## config.mk

```make
export PLATFORM = sky130hd
export DESIGN_NAME = tl_ul_sram_responder_flat
export DESIGN_NICKNAME = d
export VERILOG_FILES = /design/src/rtl/tl_ul_sram_responder_if.sv /design/src/rtl/tl_ul_sram_responder.sv /design/src/flat_wrapper.sv
export SDC_FILE = /design/constraint.sdc
export NUM_CORES = 1
export LEC_CHECK = 0
export ABC_CLOCK_PERIOD_IN_PS = 4200
export CORE_ASPECT_RATIO = 0.9
export CORE_MARGIN = 2
export CORE_UTILIZATION = 45
export CTS_CLUSTER_SIZE = 12
export DETAILED_ROUTE_END_ITERATION = 16
export PLACE_DENSITY_LB_ADDON = 0.25
export SLEW_MARGIN = 20
export SYNTH_ARGS = -nofsm -noshare
export SYNTH_HDL_FRONTEND = slang
export SYNTH_SLANG_ARGS = --single-unit
```

## constraint.sdc

```tcl
create_clock -name clock -period 4.2 [get_ports clock]
set_input_delay 0.84 -clock clock [delete_from_list [all_inputs] [get_ports clock]]
set_output_delay 0.84 -clock clock [all_outputs]
set_load 0.05 [all_outputs]
```

## src/rtl/tl_ul_sram_responder_if.sv

```systemverilog
// TileLink-UL A/D channel bundle for a single-beat, 32-bit data bus.
// The master modport is the requesting agent; the slave modport is the responder.
//
// Handshake: a beat on either channel transfers on a rising clock edge where
// valid && ready. Once valid is raised, the sender holds valid and every
// payload field stable until that transfer edge. ready may depend on the
// receiver's own state, but never on the sender's valid.
interface tl_ul_sram_responder_if #(
    parameter int SOURCE_W = 4
);
    // A channel (request)
    logic                a_valid;
    logic                a_ready;
    logic [2:0]          a_opcode;
    logic [2:0]          a_param;
    logic [1:0]          a_size;
    logic [SOURCE_W-1:0] a_source;
    logic [31:0]         a_address;
    logic [3:0]          a_mask;
    logic [31:0]         a_data;
    logic                a_corrupt;

    // D channel (response)
    logic                d_valid;
    logic                d_ready;
    logic [2:0]          d_opcode;
    logic [1:0]          d_param;
    logic [1:0]          d_size;
    logic [SOURCE_W-1:0] d_source;
    logic                d_sink;
    logic                d_denied;
    logic                d_corrupt;
    logic [31:0]         d_data;

    modport master (
        output a_valid, a_opcode, a_param, a_size, a_source, a_address,
               a_mask, a_data, a_corrupt, d_ready,
        input  a_ready, d_valid, d_opcode, d_param, d_size, d_source,
               d_sink, d_denied, d_corrupt, d_data
    );

    modport slave (
        input  a_valid, a_opcode, a_param, a_size, a_source, a_address,
               a_mask, a_data, a_corrupt, d_ready,
        output a_ready, d_valid, d_opcode, d_param, d_size, d_source,
               d_sink, d_denied, d_corrupt, d_data
    );
endinterface

```

## src/rtl/tl_ul_sram_responder.sv

```systemverilog
// TileLink-UL responder backed by a small flop-based word memory.
// Accepts single-beat Get / PutFullData / PutPartialData requests and answers
// each with one D beat one cycle later from a single response register.
// Illegal requests are answered with d_denied=1 and leave memory untouched.
//
// Optional: define TL_UL_SRAM_RESPONDER_ERRCNT_EN to add a saturating 8-bit
// count of denied D beats (err_count) with a synchronous clear (err_clear).
module tl_ul_sram_responder #(
    parameter int          SOURCE_W = 4,
    parameter int          DEPTH    = 16,
    parameter logic [31:0] BASE     = 32'h0000_0000
) (
    input  logic clock,
    input  logic reset,
`ifdef TL_UL_SRAM_RESPONDER_ERRCNT_EN
    input  logic       err_clear,
    output logic [7:0] err_count,
`endif
    tl_ul_sram_responder_if.slave tl
);
    localparam int          IDX_W        = (DEPTH > 1) ? $clog2(DEPTH) : 1;
    localparam logic [32:0] REGION_BYTES = 33'(DEPTH) * 33'd4;

    localparam logic [2:0] OP_PUT_FULL    = 3'd0;
    localparam logic [2:0] OP_PUT_PARTIAL = 3'd1;
    localparam logic [2:0] OP_GET         = 3'd4;
    localparam logic [2:0] OP_ACCESS_ACK      = 3'd0;
    localparam logic [2:0] OP_ACCESS_ACK_DATA = 3'd1;

    // Response register
    logic                r_d_valid;
    logic [2:0]          r_d_opcode;
    logic [1:0]          r_d_size;
    logic [SOURCE_W-1:0] r_d_source;
    logic                r_d_denied;
    logic                r_d_corrupt;
    logic [31:0]         r_d_data;

    // Word memory
    logic [31:0] r_mem [DEPTH];

    // Request decode
    logic             w_accept;
    logic             w_d_fire;
    logic             w_is_get;
    logic             w_is_put_full;
    logic             w_is_put_partial;
    logic             w_is_put;
    logic             w_opcode_ok;
    logic             w_param_ok;
    logic             w_size_ok;
    logic             w_in_region;
    logic             w_aligned;
    logic [3:0]       w_lanes;
    logic             w_mask_ok;
    logic             w_denied;
    logic             w_do_write;
    logic [32:0]      w_offset;
    logic [IDX_W-1:0] w_idx;
    logic [31:0]      w_rdata;
    logic             w_unused;

    // The responder can take a new beat whenever the response slot is empty
    // or is being drained this cycle; held off entirely during reset.
    assign tl.a_ready = reset && (!r_d_valid || tl.d_ready);
    assign w_accept   = tl.a_valid && tl.a_ready;
    assign w_d_fire   = r_d_valid && tl.d_ready;

    // Byte offset into the region; the extra top bit flags addresses below BASE.
    assign w_offset = {1'b0, tl.a_address} - {1'b0, BASE};
    assign w_idx    = w_offset[IDX_W+1:2];
    assign w_rdata  = r_mem[w_idx];
    assign w_unused = ^{w_offset[32:IDX_W+2], w_offset[1:0]};

    // Legality checks and byte-lane decode for the A beat currently presented.
    always_comb begin
        w_is_get         = (tl.a_opcode == OP_GET);
        w_is_put_full    = (tl.a_opcode == OP_PUT_FULL);
        w_is_put_partial = (tl.a_opcode == OP_PUT_PARTIAL);
        w_is_put         = w_is_put_full || w_is_put_partial;
        w_opcode_ok      = w_is_get || w_is_put;
        w_param_ok       = (tl.a_param == 3'd0);
        w_size_ok        = (tl.a_size <= 2'd2);
        w_in_region      = !w_offset[32] && (w_offset < REGION_BYTES);

        w_aligned = 1'b0;
        w_lanes   = 4'b0000;
        case (tl.a_size)
            2'd0: begin
                w_aligned = 1'b1;
                w_lanes   = 4'b0001 << tl.a_address[1:0];
            end
            2'd1: begin
                w_aligned = (tl.a_address[0] == 1'b0);
                w_lanes   = tl.a_address[1] ? 4'b1100 : 4'b0011;
            end
            2'd2: begin
                w_aligned = (tl.a_address[1:0] == 2'b00);
                w_lanes   = 4'b1111;
            end
            default: begin
                w_aligned = 1'b0;
                w_lanes   = 4'b0000;
            end
        endcase

        // Full-width ops must name exactly the implied lanes; partial puts may
        // name any subset of them.
        if (w_is_put_partial) begin
            w_mask_ok = ((tl.a_mask & ~w_lanes) == 4'b0000);
        end else begin
            w_mask_ok = (tl.a_mask == w_lanes);
        end

        // Poisoned write data is treated as a rejected write.
        w_denied = !w_opcode_ok || !w_param_ok || !w_size_ok || !w_in_region ||
                   !w_aligned || !w_mask_ok || (w_is_put && tl.a_corrupt);

        w_do_write = w_accept && w_is_put && !w_denied;
    end

    // Response register: load on accept, empty after a drain with no refill.
    always_ff @(posedge clock or negedge reset) begin
        if (!reset) begin
            r_d_valid   <= 1'b0;
            r_d_opcode  <= 3'd0;
            r_d_size    <= 2'd0;
            r_d_source  <= '0;
            r_d_denied  <= 1'b0;
            r_d_corrupt <= 1'b0;
            r_d_data    <= 32'd0;
        end else if (w_accept) begin
            r_d_valid   <= 1'b1;
            r_d_opcode  <= w_is_get ? OP_ACCESS_ACK_DATA : OP_ACCESS_ACK;
            r_d_size    <= tl.a_size;
            r_d_source  <= tl.a_source;
            r_d_denied  <= w_denied;
            r_d_corrupt <= w_denied && w_is_get;
            // Read sees the pre-write value; Gets never write so this is exact.
            r_d_data    <= (w_is_get && !w_denied) ? w_rdata : 32'd0;
        end else if (w_d_fire) begin
            r_d_valid <= 1'b0;
        end
    end

    // Memory: byte-lane writes for accepted, legal Puts.
    always_ff @(posedge clock or negedge reset) begin
        if (!reset) begin
            for (int i = 0; i < DEPTH; i++) begin
                r_mem[i] <= 32'd0;
            end
        end else if (w_do_write) begin
            for (int b = 0; b < 4; b++) begin
                if (tl.a_mask[b]) begin
                    r_mem[w_idx][8*b +: 8] <= tl.a_data[8*b +: 8];
                end
            end
        end
    end

    assign tl.d_valid   = r_d_valid;
    assign tl.d_opcode  = r_d_opcode;
    assign tl.d_param   = 2'd0;
    assign tl.d_size    = r_d_size;
    assign tl.d_source  = r_d_source;
    assign tl.d_sink    = 1'b0;
    assign tl.d_denied  = r_d_denied;
    assign tl.d_corrupt = r_d_corrupt;
    assign tl.d_data    = r_d_data;

`ifdef TL_UL_SRAM_RESPONDER_ERRCNT_EN
    logic [7:0] r_err_count;

    // Saturating count of denied beats delivered; clear wins over increment.
    always_ff @(posedge clock or negedge reset) begin
        if (!reset) begin
            r_err_count <= 8'd0;
        end else if (err_clear) begin
            r_err_count <= 8'd0;
        end else if (w_d_fire && r_d_denied && (r_err_count != 8'hFF)) begin
            r_err_count <= r_err_count + 8'd1;
        end
    end

    assign err_count = r_err_count;
`endif

endmodule

```

## src/flat_wrapper.sv

```systemverilog
// flat-port wrapper written by rule: the top's interface ports become plain ports
module tl_ul_sram_responder_flat 
#(
    parameter int          SOURCE_W = 4,
    parameter int          DEPTH    = 16,
    parameter logic [31:0] BASE     = 32'h0000_0000
)
  (clock, reset, tl_a_valid, tl_a_opcode, tl_a_param, tl_a_size, tl_a_source, tl_a_address, tl_a_mask, tl_a_data, tl_a_corrupt, tl_d_ready, tl_a_ready, tl_d_valid, tl_d_opcode, tl_d_param, tl_d_size, tl_d_source, tl_d_sink, tl_d_denied, tl_d_corrupt, tl_d_data);
  tl_ul_sram_responder_if #(.SOURCE_W(SOURCE_W)) tl_i ();
  input  logic clock;
  input  logic reset;
  input wire logic [$bits(tl_i.a_valid)-1:0] tl_a_valid;
  input wire logic [$bits(tl_i.a_opcode)-1:0] tl_a_opcode;
  input wire logic [$bits(tl_i.a_param)-1:0] tl_a_param;
  input wire logic [$bits(tl_i.a_size)-1:0] tl_a_size;
  input wire logic [$bits(tl_i.a_source)-1:0] tl_a_source;
  input wire logic [$bits(tl_i.a_address)-1:0] tl_a_address;
  input wire logic [$bits(tl_i.a_mask)-1:0] tl_a_mask;
  input wire logic [$bits(tl_i.a_data)-1:0] tl_a_data;
  input wire logic [$bits(tl_i.a_corrupt)-1:0] tl_a_corrupt;
  input wire logic [$bits(tl_i.d_ready)-1:0] tl_d_ready;
  output wire logic [$bits(tl_i.a_ready)-1:0] tl_a_ready;
  output wire logic [$bits(tl_i.d_valid)-1:0] tl_d_valid;
  output wire logic [$bits(tl_i.d_opcode)-1:0] tl_d_opcode;
  output wire logic [$bits(tl_i.d_param)-1:0] tl_d_param;
  output wire logic [$bits(tl_i.d_size)-1:0] tl_d_size;
  output wire logic [$bits(tl_i.d_source)-1:0] tl_d_source;
  output wire logic [$bits(tl_i.d_sink)-1:0] tl_d_sink;
  output wire logic [$bits(tl_i.d_denied)-1:0] tl_d_denied;
  output wire logic [$bits(tl_i.d_corrupt)-1:0] tl_d_corrupt;
  output wire logic [$bits(tl_i.d_data)-1:0] tl_d_data;
  assign tl_i.a_valid = tl_a_valid;
  assign tl_i.a_opcode = tl_a_opcode;
  assign tl_i.a_param = tl_a_param;
  assign tl_i.a_size = tl_a_size;
  assign tl_i.a_source = tl_a_source;
  assign tl_i.a_address = tl_a_address;
  assign tl_i.a_mask = tl_a_mask;
  assign tl_i.a_data = tl_a_data;
  assign tl_i.a_corrupt = tl_a_corrupt;
  assign tl_i.d_ready = tl_d_ready;
  assign tl_a_ready = tl_i.a_ready;
  assign tl_d_valid = tl_i.d_valid;
  assign tl_d_opcode = tl_i.d_opcode;
  assign tl_d_param = tl_i.d_param;
  assign tl_d_size = tl_i.d_size;
  assign tl_d_source = tl_i.d_source;
  assign tl_d_sink = tl_i.d_sink;
  assign tl_d_denied = tl_i.d_denied;
  assign tl_d_corrupt = tl_i.d_corrupt;
  assign tl_d_data = tl_i.d_data;
  tl_ul_sram_responder #(.SOURCE_W(SOURCE_W), .DEPTH(DEPTH), .BASE(BASE)) u_core (.clock(clock), .reset(reset), .tl(tl_i));
endmodule
```

==> impl_metrics.csv <==
group,metric,value,unit
power_and_ir_drop,combPwrFrac,5.8,%
layout,nFillCells,4661,
die,rows,83,
grt,antenna_found_initial,1,
route,first_pass_iters,5,
power_and_ir_drop,p_clk_share,44.8,%
worst_setup_path,path_buf_inv,4,
logic_synthesis,synth-seq-cells,554,
worst_setup_path,cp_slowest_cell,"clkdlybuf4s50_1",
layout,final_nets,1813,
worst_setup_path,startpoint_type,"input port",
die,fp.dieW,258,um
grt,grt_pass1_vias,16000,
power_and_ir_drop,p_leak,14.8,nW
grt,use_met2,34.5,%
power_and_ir_drop,intPower,8.39,mW
die,coreArea,0.0572,mm^2
die,die_area,0.0599,mm^2
clock_tree,cts_buffer_depth,3,
worst_setup_path,cpPeakStageDelay,0.55,ns
power_and_ir_drop,vdd_ir_drop_max,0.288,mV
logic_synthesis,yosys_most_used_dff,"dfrtp_1",
timing,worst_pin_slew,0.963,ns
hold_path,hold_path_class,"input port to asynchronous set/reset pin",
worst_setup_path,end_kind,"flip-flop",
grt,grt_pass1_wl,96600,um
die,die-height,232,um
timing,final.min_clock_period,3.59,ns
power_and_ir_drop,swShare,22.7,%
layout,area_growth,15.8,%
run,max_cap_viol_count,0,
worst_setup_path,path_delay_family,"simple AND/OR/NAND/NOR gates",
clock_tree,cts_hold_buf,0,
logic_synthesis,synth_top_family_by_area,"multiplexers",
worst_setup_path,crit_path_frequent_cell,"buf_12",
grt,grtUsageTotal,20.9,%
power_and_ir_drop,power,10.9,mW
logic_synthesis,netlist_area,0.0261,mm^2
worst_setup_path,arrival,4.07,ns
route,post_drt_wl_per_cell,24.1,um
clock_tree,clock_sinks,554,
timing,period_share,85.5,%
timing,finalHoldViolCount,0,
power_and_ir_drop,p_switching,2.47,mW
power_and_ir_drop,seqPwrFrac,49.3,%
logic_synthesis,syn_area_per_cell,16.5,um^2
logic_synthesis,synth-compound-area-share,3.23,%
route,wl,60800,um
die,ioPinCount,133,
placed_design,io_buffer_count,127,
layout,antenna_cells,0,
logic_synthesis,synth_edf_count,0,
timing,relSlewSlack,35.3,%
worst_setup_path,cp.required,4.68,ns
worst_setup_path,crit_chain,"clkdlybuf4s50_1 > inv_1 > a21oi_1 > o21ai_0 > ha_1 > or4_1 > o21a_1 > nor4_4 > buf_12 > buf_12 > nand4_2 > mux2_2",
logic_synthesis,synth-simple-area-share,6.81,%
placed_design,dp_slack,-0.00467,ns
clock_tree,clk_transition_reported_paths,0.06,ns
timing,rsz0062_at_grt,"false",
clock_tree,htreeDepth,2,
clock_tree,cts_resized,0,
logic_synthesis,synth-async-reset-ratio,100,%
route,routed-via-count,14600,
route,vias_per_cell,5.79,
grt,grt-ovfl-total,0,
logic_synthesis,synth_adder_area_share,0.192,%
logic_synthesis,syn_inst,1584,
worst_setup_path,crit_cells,12,
logic_synthesis,synth-xor-area-share,0,%
logic_synthesis,ys_warn_count,0,
clock_tree,cts_tree,"done",
grt,grt_max_degree,161,
power_and_ir_drop,power_density,359,mW/mm^2
status,status,"completed",
grt,grt_util_met1,29.2,%
timing,whs,0.152,ns
logic_synthesis,muxShareOfSynthArea,34.0,%
grt,grt_use_met3,2.78,%
route,ant_nets,0,
clock_tree,root_buffer,"clkbuf_16",
clock_tree,clk_latency,0.60,ns
timing,worst_slack,0.609,ns
timing,worst_clock_skew,0.0105,ns
die,start_util,45.6,%
logic_synthesis,synth_cell_type_count,45,
placed_design,dp.final_hpwl,38400,um
worst_setup_path,cp_max_fo,12,
worst_setup_path,crit_type,"input port to flip-flop",
worst_setup_path,reg2reg_depth,6,
layout,drive_above_1_share,48.9,%
timing,drv_slew,0,
logic_synthesis,synth-seq-area-share,53.1,%
timing,timing.fmax,278,MHz
clock_tree,cts_setup_buffers,0,
grt,top_usage_layer,"met2",
route,initialDrtViolationCount,948,
placed_design,routabilityCongestion,0.772,
timing,finalSetupViolCount,0,
clock_tree,cts_buffers,57,
route,drc_errors,0,
## cell families after synthesis
logic type / after synthesis
mux: 646
flops: 554
simple gates: 155
buf+inv: 115
compound gates: 109
fa+ha+maj: 4
other cells: 1
## power groups by stage
stage	clock network (mW)	logic, mW	registers, mW
floorplan	0	0.256	5.50
global placement	0	0.640	5.45
detailed placement	0	0.648	5.45
CTS	4.99	0.649	5.36
global route	5.23	0.691	5.36
finish	4.87	0.634	5.36
## final timing paths
path / startpoint / slack, ns / endpoint
setup / recovery: tl_a_size[0] / 0.61 / u_core.r_mem[42]
hold / removal: reset / 0.15 / u_core.r_mem[292]
setup reg to reg: u_core.tl.d_valid / 1.81 / u_core.tl.d_data[15]
hold reg to reg: u_core.tl.d_opcode[0] / 0.48 / u_core.tl.d_opcode[0]
max in group asynchronous: reset / 2.17 / u_core.r_mem[212]
min in group clock: u_core.tl.d_opcode[0] / 0.48 / u_core.tl.d_opcode[0]
## worst register-to-register path: stages (launching register included)
cell and delay [ns]:
dfrtp_1 0.38, or2b_2 0.21, nand3_2 0.08, nor4b_1 0.59
and3_2 0.61, buf_12 0.28, a22o_1 0.17
## sequential cells by signal (all words and copies together), names as in the netlist
register / count
u_core.tl.d_opcode: 1
u_core.tl.d_denied: 1
u_core.tl.d_valid: 1
u_core.tl.d_corrupt: 1
u_core.tl.d_size: 2
u_core.tl.d_data: 32
u_core.r_mem: 512
u_core.tl.d_source: 4
## synth_stat cells (7+ instances only)
master | instances | area share [%]
a22o_1 | 33 | 1.1
a22oi_1 | 64 | 1.8
buf_1 | 19 | 0.27
buf_2 | 9 | 0.17
buf_4 | 8 | 0.23
clkbuf_1 | 51 | 0.73
dfrtp_1 | 554 | 53
dlygate4sd3_1 | 16 | 0.61
mux2_1 | 8 | 0.35
mux2_2 | 470 | 20
mux2_4 | 40 | 2.3
mux4_2 | 128 | 11
nand2_1 | 38 | 0.55
nand4_4 | 60 | 4.9
nor2_1 | 16 | 0.23
nor3_1 | 8 | 0.15
nor4_1 | 7 | 0.17
## per-layer routing
layer | wire length (um) | vias up
met1 | 27500 | 7947
li1 | - | 6347
met4 | 1230 | 2
met5 | 13 | -
met3 | 1930 | 84
met2 | 30100 | 233
## metrics by stage
stage	std cells	utilization, %	setup TNS (ns)	instance area, um^2
2_1_floorplan	1588	-	0	26100
3_3_place_gp	2430	49.7	0	28500
3_5_place_dp	2430	49.7	-0.00467	28500
4_1_cts	2523	52.8	0	30200
5_1_grt	2523	52.8	0	30200
6_report	2523	52.8	0	30200
## area by class of cell
cell class	count	area (um^2)	share of cell area, %
Sequential cell	554	13900	45.9
Inverter	1	3.75	0.0124
Clock inverter	9	123	0.406
Clock buffer	84	1640	5.42
Timing Repair Buffer	191	2030	6.71
Tap cell	765	957	3.17
Multi-Input combinational cell	919	11600	38.4
## placed cells by master, fill, tap and decap left out, types with 5 or more instances in the layout
master           count
nor4_1               7
nand2_1             38
o21ai_0              5
mux2_1               8
mux2_2             470
nand4_4             60
clkinv_2             5
a22o_1              33
nor3_1               8
mux2_4              40
conb_1               5
clkdlybuf4s50_1    122
clkbuf_16           57
a22oi_1             64
dfrtp_1            554
mux4_2             128
nor2_1              15
buf_12              22
clkbuf_1            16
clkbuf_8            11
buf_4               42
Power figures use the tool's default switching activity.
